File: src/rtl/te_transmission_pipe.sv
// Transmission estimate t = max(1 - min_c(Pc * w/Ac), T0) for the dehaze path.
// Three register stages with per-stage valid/ready; empty stages fill even while downstream stalls.
module te_transmission_pipe #(
    parameter int PIX_W  = 8,
    parameter int INV_W  = 16,
    parameter int FRAC_W = 14,
    parameter int NUM_CH = 3,
    parameter int SAT_EN = 1,
    parameter int T0     = 1638
) (
    input  logic                      clk,
    input  logic                      rst,
    input  logic                      ac_load,
    input  logic [NUM_CH*INV_W-1:0]   inv_ac_in,
    input  logic                      in_valid,
    output logic                      in_ready,
    input  logic [NUM_CH*PIX_W-1:0]   in_pix,
    output logic                      out_valid,
    input  logic                      out_ready,
    output logic [FRAC_W-1:0]         trans,
    output logic                      sat_flag
);

    localparam int P_W = PIX_W + FRAC_W;
    localparam logic [FRAC_W-1:0] ONES = '1;
    localparam logic [FRAC_W-1:0] T0_V = FRAC_W'(T0);

    logic [NUM_CH*INV_W-1:0] r_inv;
    logic                    r_v1, r_v2, r_v3;
    logic [P_W-1:0]          r_p [NUM_CH];
    logic [FRAC_W-1:0]       r_m;
    logic                    r_sf;
    logic [FRAC_W-1:0]       r_trans;
    logic                    r_sat;

    logic                    w_adv1, w_adv2, w_adv3;
    logic [P_W-1:0]          w_p [NUM_CH];
    logic [FRAC_W-1:0]       w_q [NUM_CH];
    logic [NUM_CH-1:0]       w_ovf;
    logic [FRAC_W-1:0]       w_m;
    logic                    w_sf;
    logic [FRAC_W-1:0]       w_d;
    logic [FRAC_W-1:0]       w_t;

    assign w_adv3   = !r_v3 || out_ready;
    assign w_adv2   = !r_v2 || w_adv3;
    assign w_adv1   = !r_v1 || w_adv2;
    assign in_ready = w_adv1;

    genvar g;
    for (g = 0; g < NUM_CH; g++) begin : g_ch
        logic [FRAC_W-1:0] w_iv;
        // Only the top FRAC_W bits of w/Ac take part in the product.
        assign w_iv     = r_inv[g*INV_W + (INV_W-FRAC_W) +: FRAC_W];
        assign w_p[g]   = {{FRAC_W{1'b0}}, in_pix[g*PIX_W +: PIX_W]} * {{PIX_W{1'b0}}, w_iv};
        assign w_ovf[g] = |r_p[g][P_W-1:FRAC_W];
        assign w_q[g]   = ((SAT_EN != 0) && w_ovf[g]) ? ONES : r_p[g][FRAC_W-1:0];
        if (INV_W > FRAC_W) begin : g_lo
            logic w_unused_lo;
            assign w_unused_lo = |r_inv[g*INV_W +: INV_W-FRAC_W];
        end
    end

    always_comb begin
        w_m = w_q[0];
        for (int c = 1; c < NUM_CH; c++) begin
            if (w_q[c] < w_m) w_m = w_q[c];
        end
    end

    assign w_sf = |w_ovf;
    assign w_d  = ONES - r_m;
    assign w_t  = (w_d < T0_V) ? T0_V : w_d;

    always_ff @(posedge clk) begin
        if (rst) begin
            r_inv   <= '0;
            r_v1    <= 1'b0;
            r_v2    <= 1'b0;
            r_v3    <= 1'b0;
            r_m     <= '0;
            r_sf    <= 1'b0;
            r_trans <= '0;
            r_sat   <= 1'b0;
        end else begin
            if (ac_load) r_inv <= inv_ac_in;
            if (w_adv1) begin
                r_v1 <= in_valid;
                if (in_valid) begin
                    for (int c = 0; c < NUM_CH; c++) r_p[c] <= w_p[c];
                end
            end
            if (w_adv2) begin
                r_v2 <= r_v1;
                if (r_v1) begin
                    r_m  <= w_m;
                    r_sf <= w_sf;
                end
            end
            // Output registers only change on an advance, so a stalled result is held.
            if (w_adv3) begin
                r_v3 <= r_v2;
                if (r_v2) begin
                    r_trans <= w_t;
                    r_sat   <= r_sf;
                end
            end
        end
    end

    assign out_valid = r_v3;
    assign trans     = r_trans;
    assign sat_flag  = r_sat;

endmodule

File: config.mk
export PLATFORM = sky130hd
export DESIGN_NAME = te_transmission_pipe
export DESIGN_NICKNAME = d
export VERILOG_FILES = /design/src/rtl/te_transmission_pipe.sv
export SDC_FILE = /design/constraint.sdc
export NUM_CORES = 1
export LEC_CHECK = 0
export CAP_MARGIN = 20
export CORE_MARGIN = 4
export CORE_UTILIZATION = 62
export CTS_BUF_LIST = sky130_fd_sc_hd__clkbuf_16
export CTS_CLUSTER_DIAMETER = 200
export DETAILED_ROUTE_END_ITERATION = 10
export PLACE_DENSITY = 0.9
export SLEW_MARGIN = 10
export SYNTH_ARGS = -nofsm -noshare
export SYNTH_HDL_FRONTEND = slang
export SYNTH_SLANG_ARGS = --single-unit
File: constraint.sdc
create_clock -name clk -period 9 [get_ports clk]
set_input_delay 1.35 -clock clk [delete_from_list [all_inputs] [get_ports clk]]
set_output_delay 1.35 -clock clk [all_outputs]
set_load 0.01 [all_outputs]
==> impl_results.html <==
<table>
<tr><th>Metric</th><th>Value</th></tr>
<tr><th colspan="2">Critical path</th></tr>
<tr><td>Crit path kind</td><td>primary input to register</td></tr>
<tr><td>Critical Path AT</td><td>6.77 ns</td></tr>
<tr><td>Critical Path Start</td><td>in_pix[18]</td></tr>
<tr><td>Endpoint of the most critical setup path</td><td>r_p[0][65]$_DFFE_PP_</td></tr>
<tr><td>Reg2reg start</td><td>r_p[0][41]$_DFFE_PP_</td></tr>
<tr><td>Slowest cell on crit path</td><td>clkdlybuf4s50_1</td></tr>
<tr><td>Worst Reg-to-Reg Cells</td><td>20</td></tr>
<tr><td>Kind of cell adding the most delay to the critical path</td><td>adder cells</td></tr>
<tr><td>Top fanout value on the critical path</td><td>14</td></tr>
<tr><td>Bufs and invs on worst path</td><td>3</td></tr>
<tr><td>Critical Path End Type</td><td>register</td></tr>
<tr><td>Kind of start point of the critical path</td><td>primary input</td></tr>
<tr><td>Slowest stage delay, CP</td><td>0.68 ns</td></tr>
<tr><td>Crit-path most repeated cell</td><td>fa_1</td></tr>
<tr><td>Critical Path, Cell by Cell</td><td>clkdlybuf4s50_1 -&gt; and2_1 -&gt; fa_1 -&gt; fa_1 -&gt; fa_1 -&gt; inv_1 -&gt; fa_1 -&gt; inv_1 -&gt; ha_1 -&gt; o211a_1 -&gt; o21ai_1 -&gt; a31oi_1 -&gt; o41ai_2 -&gt; o21ai_1 -&gt; or4_1 -&gt; a2111o_1 -&gt; o211a_1</td></tr>
<tr><td>Total stage count of the critical path</td><td>17</td></tr>
<tr><td>Reg2reg end</td><td>r_m[11]$_SDFFE_PP0P_</td></tr>
<tr><td>Required arrival time at the worst endpoint</td><td>9.19 ns</td></tr>
<tr><td>R2R setup slack</td><td>3.27 ns</td></tr>
<tr><th colspan="2">Global route</th></tr>
<tr><td>GRT met2 Usage</td><td>0.465</td></tr>
<tr><td>Vias in the first global route</td><td>13100</td></tr>
<tr><td>Remaining global-route overflow</td><td>0</td></tr>
<tr><td>Overall track demand over capacity in global routing</td><td>0.258</td></tr>
<tr><td>Maximum number of pins on one net before global-route repair</td><td>67</td></tr>
<tr><td>Global Route met3 Usage</td><td>0.0411</td></tr>
<tr><td>Met1 capacity usage during global routing</td><td>0.313</td></tr>
<tr><td>Antenna violations before repair</td><td>0</td></tr>
<tr><td>Layer with the highest usage after global routing</td><td>met2</td></tr>
<tr><td>Wire length of the first global-routing pass</td><td>61000 µm</td></tr>
<tr><th colspan="2">Clock tree</th></tr>
<tr><td>Clk Tree Root Cell</td><td>clkbuf_16</td></tr>
<tr><td>Clock slew at reported path FFs</td><td>0.08 ns</td></tr>
<tr><td>Number of hold-repair buffers added at the cts stage</td><td>0</td></tr>
<tr><td>CTS Buf Count</td><td>17</td></tr>
<tr><td>Sinks on the clock net</td><td>141</td></tr>
<tr><td>Cells resized by post-CTS repair</td><td>0</td></tr>
<tr><td>Maximum number of buffers from clock root to sink</td><td>2</td></tr>
<tr><td>Clock tree from TritonCTS</td><td>yes</td></tr>
<tr><td>CTS H-Tree Depth</td><td>4</td></tr>
<tr><td>Setup Fix Bufs, Post-CTS</td><td>0</td></tr>
<tr><td>Clock latency on the worst-skew pair</td><td>0.44 ns</td></tr>
<tr><th colspan="2">Logic synthesis</th></tr>
<tr><td>Fraction of registers with async set/reset</td><td>0</td></tr>
<tr><td>Most frequent cell after synthesis</td><td>inv_1</td></tr>
<tr><td>Post-synth EDFFs</td><td>66</td></tr>
<tr><td>Top cell type's share of synthesized area</td><td>0.264</td></tr>
<tr><td>Sequential area share after synthesis</td><td>0.212</td></tr>
<tr><td>Commonest cells in the synthesized netlist</td><td>283 x inv_1, 277 x and2_1, 216 x fa_1</td></tr>
<tr><td>Mapped Cells</td><td>1726</td></tr>
<tr><td>Yosys warning total</td><td>0</td></tr>
<tr><td>Synth area leaders</td><td>fa_1 26%, edfxtp_1 12%, ha_1 12%</td></tr>
<tr><td>Synthesized area</td><td>16400 µm²</td></tr>
<tr><td>Mean area per synthesized cell</td><td>9.50 µm²</td></tr>
<tr><td>Synthesis-stage register bit count</td><td>141</td></tr>
<tr><td>Top FF cell, synth</td><td>dfxtp_1</td></tr>
<tr><td>Post-Synthesis Net Count</td><td>2171</td></tr>
<tr><td>Cell taking the most area after synthesis</td><td>fa_1</td></tr>
<tr><td>Count of different cell masters after synthesis</td><td>63</td></tr>
<tr><th colspan="2">STA</th></tr>
<tr><td>Actual transition at the worst max-transition pin</td><td>0.836 ns</td></tr>
<tr><td>Setup slack of the critical path after layout</td><td>2.43 ns</td></tr>
<tr><td>Final setup fails</td><td>0</td></tr>
<tr><td>Max transition margin</td><td>0.442</td></tr>
<tr><td>Ratio of final minimum period to clock period</td><td>0.730</td></tr>
<tr><td>Maximum clock frequency</td><td>0.152 GHz</td></tr>
<tr><td>RSZ-0062 raised after global routing</td><td>no</td></tr>
<tr><td>Final-report max-slew violation count</td><td>0</td></tr>
<tr><td>Hold Fails Final Rpt</td><td>0</td></tr>
<tr><td>Fin Clk Skew</td><td>0.0160 ns</td></tr>
<tr><td>Min cycle time layout</td><td>6.57 ns</td></tr>
<tr><td>Setup TNS Final</td><td>0 ns</td></tr>
<tr><th colspan="2">Placement</th></tr>
<tr><td>Total instance count after detailed placement</td><td>2108</td></tr>
<tr><td>HPWL after detailed placement</td><td>26700 µm</td></tr>
<tr><td>Total placed instance area</td><td>17500 µm²</td></tr>
<tr><td>Final weighted congestion of routability-driven global placement</td><td>0.900</td></tr>
<tr><td>Setup Slack @ Placement</td><td>2.06 ns</td></tr>
<tr><td>Number of buffer cells added on primary ports</td><td>87</td></tr>
<tr><th colspan="2">Run</th></tr>
<tr><td>Reported max-cap violation count</td><td>0</td></tr>
<tr><th colspan="2">Routing</th></tr>
<tr><td>Drt first-iter violations</td><td>643</td></tr>
<tr><td>DR vias</td><td>12200</td></tr>
<tr><td>Avg WL per Cell</td><td>16.7 µm</td></tr>
<tr><td>Router iterations before antenna repair</td><td>5</td></tr>
<tr><td>Total wire length after detailed routing</td><td>35700 µm</td></tr>
<tr><td>DRC Markers</td><td>0</td></tr>
<tr><td>ANT nets after route</td><td>0</td></tr>
<tr><td>Via-to-Cell Ratio</td><td>5.71</td></tr>
<tr><th colspan="2">Floorplan</th></tr>
<tr><td>Number of top-level pins</td><td>94</td></tr>
<tr><td>Core region area</td><td>26100 µm²</td></tr>
<tr><td>Effective utilization at floorplan</td><td>0.629</td></tr>
<tr><td>Row Count</td><td>59</td></tr>
<tr><td>Y dimension of the die</td><td>171 µm</td></tr>
<tr><td>Die X</td><td>171 µm</td></tr>
<tr><td>Floorplan die area</td><td>29100 µm²</td></tr>
<tr><th colspan="2">Cells and area</th></tr>
<tr><td>Layout area overhead</td><td>10.3%</td></tr>
<tr><td>Fraction of layout instances using a drive strength above 1</td><td>0.0460</td></tr>
<tr><td>Nets</td><td>2237</td></tr>
<tr><td>Area of all placed cells without fillers</td><td>18100 µm²</td></tr>
<tr><td>Antenna diode count</td><td>0</td></tr>
<tr><td>Post-route insts no fill</td><td>2140</td></tr>
<tr><th colspan="2">Power and ir drop</th></tr>
<tr><td>Peak ir drop on the vdd network</td><td>0.126 mV</td></tr>
<tr><td>Static Leak</td><td>8.87 nW</td></tr>
<tr><td>Pwr/cell area</td><td>131 nW/µm²</td></tr>
<tr><th colspan="2">Hold path</th></tr>
<tr><td>Hold WC Path Type</td><td>register to register</td></tr>
<tr><th colspan="2">Run status</th></tr>
<tr><td>Outcome</td><td>completed</td></tr>
</table>
-- worst register-to-register path, delay by kind of cell (launching register included) --
kind | cells | cell delay (ns)
multiplexers | 2 | 0.84
adder cells (fa/ha/maj) | 2 | 0.61
flip-flops | 1 | 0.38
AO/OA/AOI/OAI | 10 | 1.95
buffers and inverters | 1 | 0.08
AND/OR/NAND/NOR | 5 | 1.80
-- state kept, by name, indices dropped and copies added, names as in the netlist --
signal and cells:
out_valid 1, r_inv 42, r_m 14, r_p 66
r_sf 1, r_v1 1, r_v2 1, sat_flag 1
trans 14
-- report_power, final --
group / total, mW / internal, mW / leakage (nW) / switching [mW]
registers: 0.807 / 0.760 / 1.25 / 0.0476
logic: 0.868 / 0.382 / 7.34 / 0.486
clock network: 0.692 / 0.364 / 0.284 / 0.328
total: 2.37 / 1.51 / 8.87 / 0.862
-- how the worst min path moves through the flow --
stage	from	endpoint	slack, ns	depth (start not counted)
6_report	r_m[8]$_SDFFE_PP0P_	r_m[8]$_SDFFE_PP0P_	0.47	2
5_1_grt	r_m[8]$_SDFFE_PP0P_	r_m[8]$_SDFFE_PP0P_	0.49	2
4_1_cts	r_m[8]$_SDFFE_PP0P_	r_m[8]$_SDFFE_PP0P_	0.47	2
3_5_place_dp	r_m[8]$_SDFFE_PP0P_	r_m[8]$_SDFFE_PP0P_	0.46	2
3_3_place_gp	sat_flag$_SDFFE_PP0P_	sat_flag$_SDFFE_PP0P_	0.44	2
2_1_floorplan	r_sf$_SDFFE_PP0P_	sat_flag$_SDFFE_PP0P_	0.43	2
-- cells in the final DEF, fill, tap and decap left out, types with 4 or more instances in the layout --
cell	netlist	routed
nor2b_1	6	6
inv_6	0	4
mux2_4	6	6
o211ai_1	5	5
edfxtp_1	66	66
and4_1	5	5
dfxtp_1	75	75
xnor2_1	37	37
a21o_1	13	13
nand4_1	5	5
nor4_2	4	4
clkbuf_16	0	17
and2_1	277	277
o21a_1	5	5
a32o_1	4	4
nand2_1	107	107
xor2_1	7	7
a21oi_1	52	52
mux2i_1	42	42
o21ai_1	9	9
mux2_2	16	16
inv_1	283	284
buf_4	0	4
nor3_1	11	11
ha_1	152	152
a211oi_1	16	16
fa_1	216	216
or3_1	9	9
nand2b_1	6	6
and3_1	7	7
nand3_1	12	12
o21ai_0	30	30
nor2_1	139	139
clkdlybuf4s50_1	0	85
or2_1	4	4
nor4_1	6	6
or2_2	8	8
-- cell families (layout without fill, tap and decap cells) --
logic type,count (synthesis),after routing,share of synthesized area
AOI/OAI and AO/OA,171,171,0.0700
xor gates and xnor gates,44,44,0.0235
adders and majority gates,368,368,0.380
buffers and inverters,327,406,0.0757
DFF,141,141,0.212
muxes,64,64,0.0421
and+or+nand+nor,611,611,0.197
-- stage by stage --
stage | util | power [mW] | hold slack [ns]
2_1_floorplan | - | 1.44 | 0.432
3_3_place_gp | 0.673 | 1.62 | 0.444
3_5_place_dp | 0.673 | 1.67 | 0.460
4_1_cts | 0.694 | 2.38 | 0.470
5_1_grt | 0.694 | 2.53 | 0.491
6_report | 0.694 | 2.37 | 0.469
-- routing by layer --
metal	routed length [µm]	part of all wire
met4	869	0.024
met3	1720	0.048
met2	18900	0.53
met5	0	0
met1	14300	0.40
-- final cells by class --
type,instances,area (µm²)
multi-input combinational,1258,11700
timing repair buffer,91,891
fill,1904,7970
clock buffer,17,425
sequential,141,3480
inverter,283,1060
tap,335,419
clock inverter,15,130
Note: power is estimated with default switching activity, not from simulation.
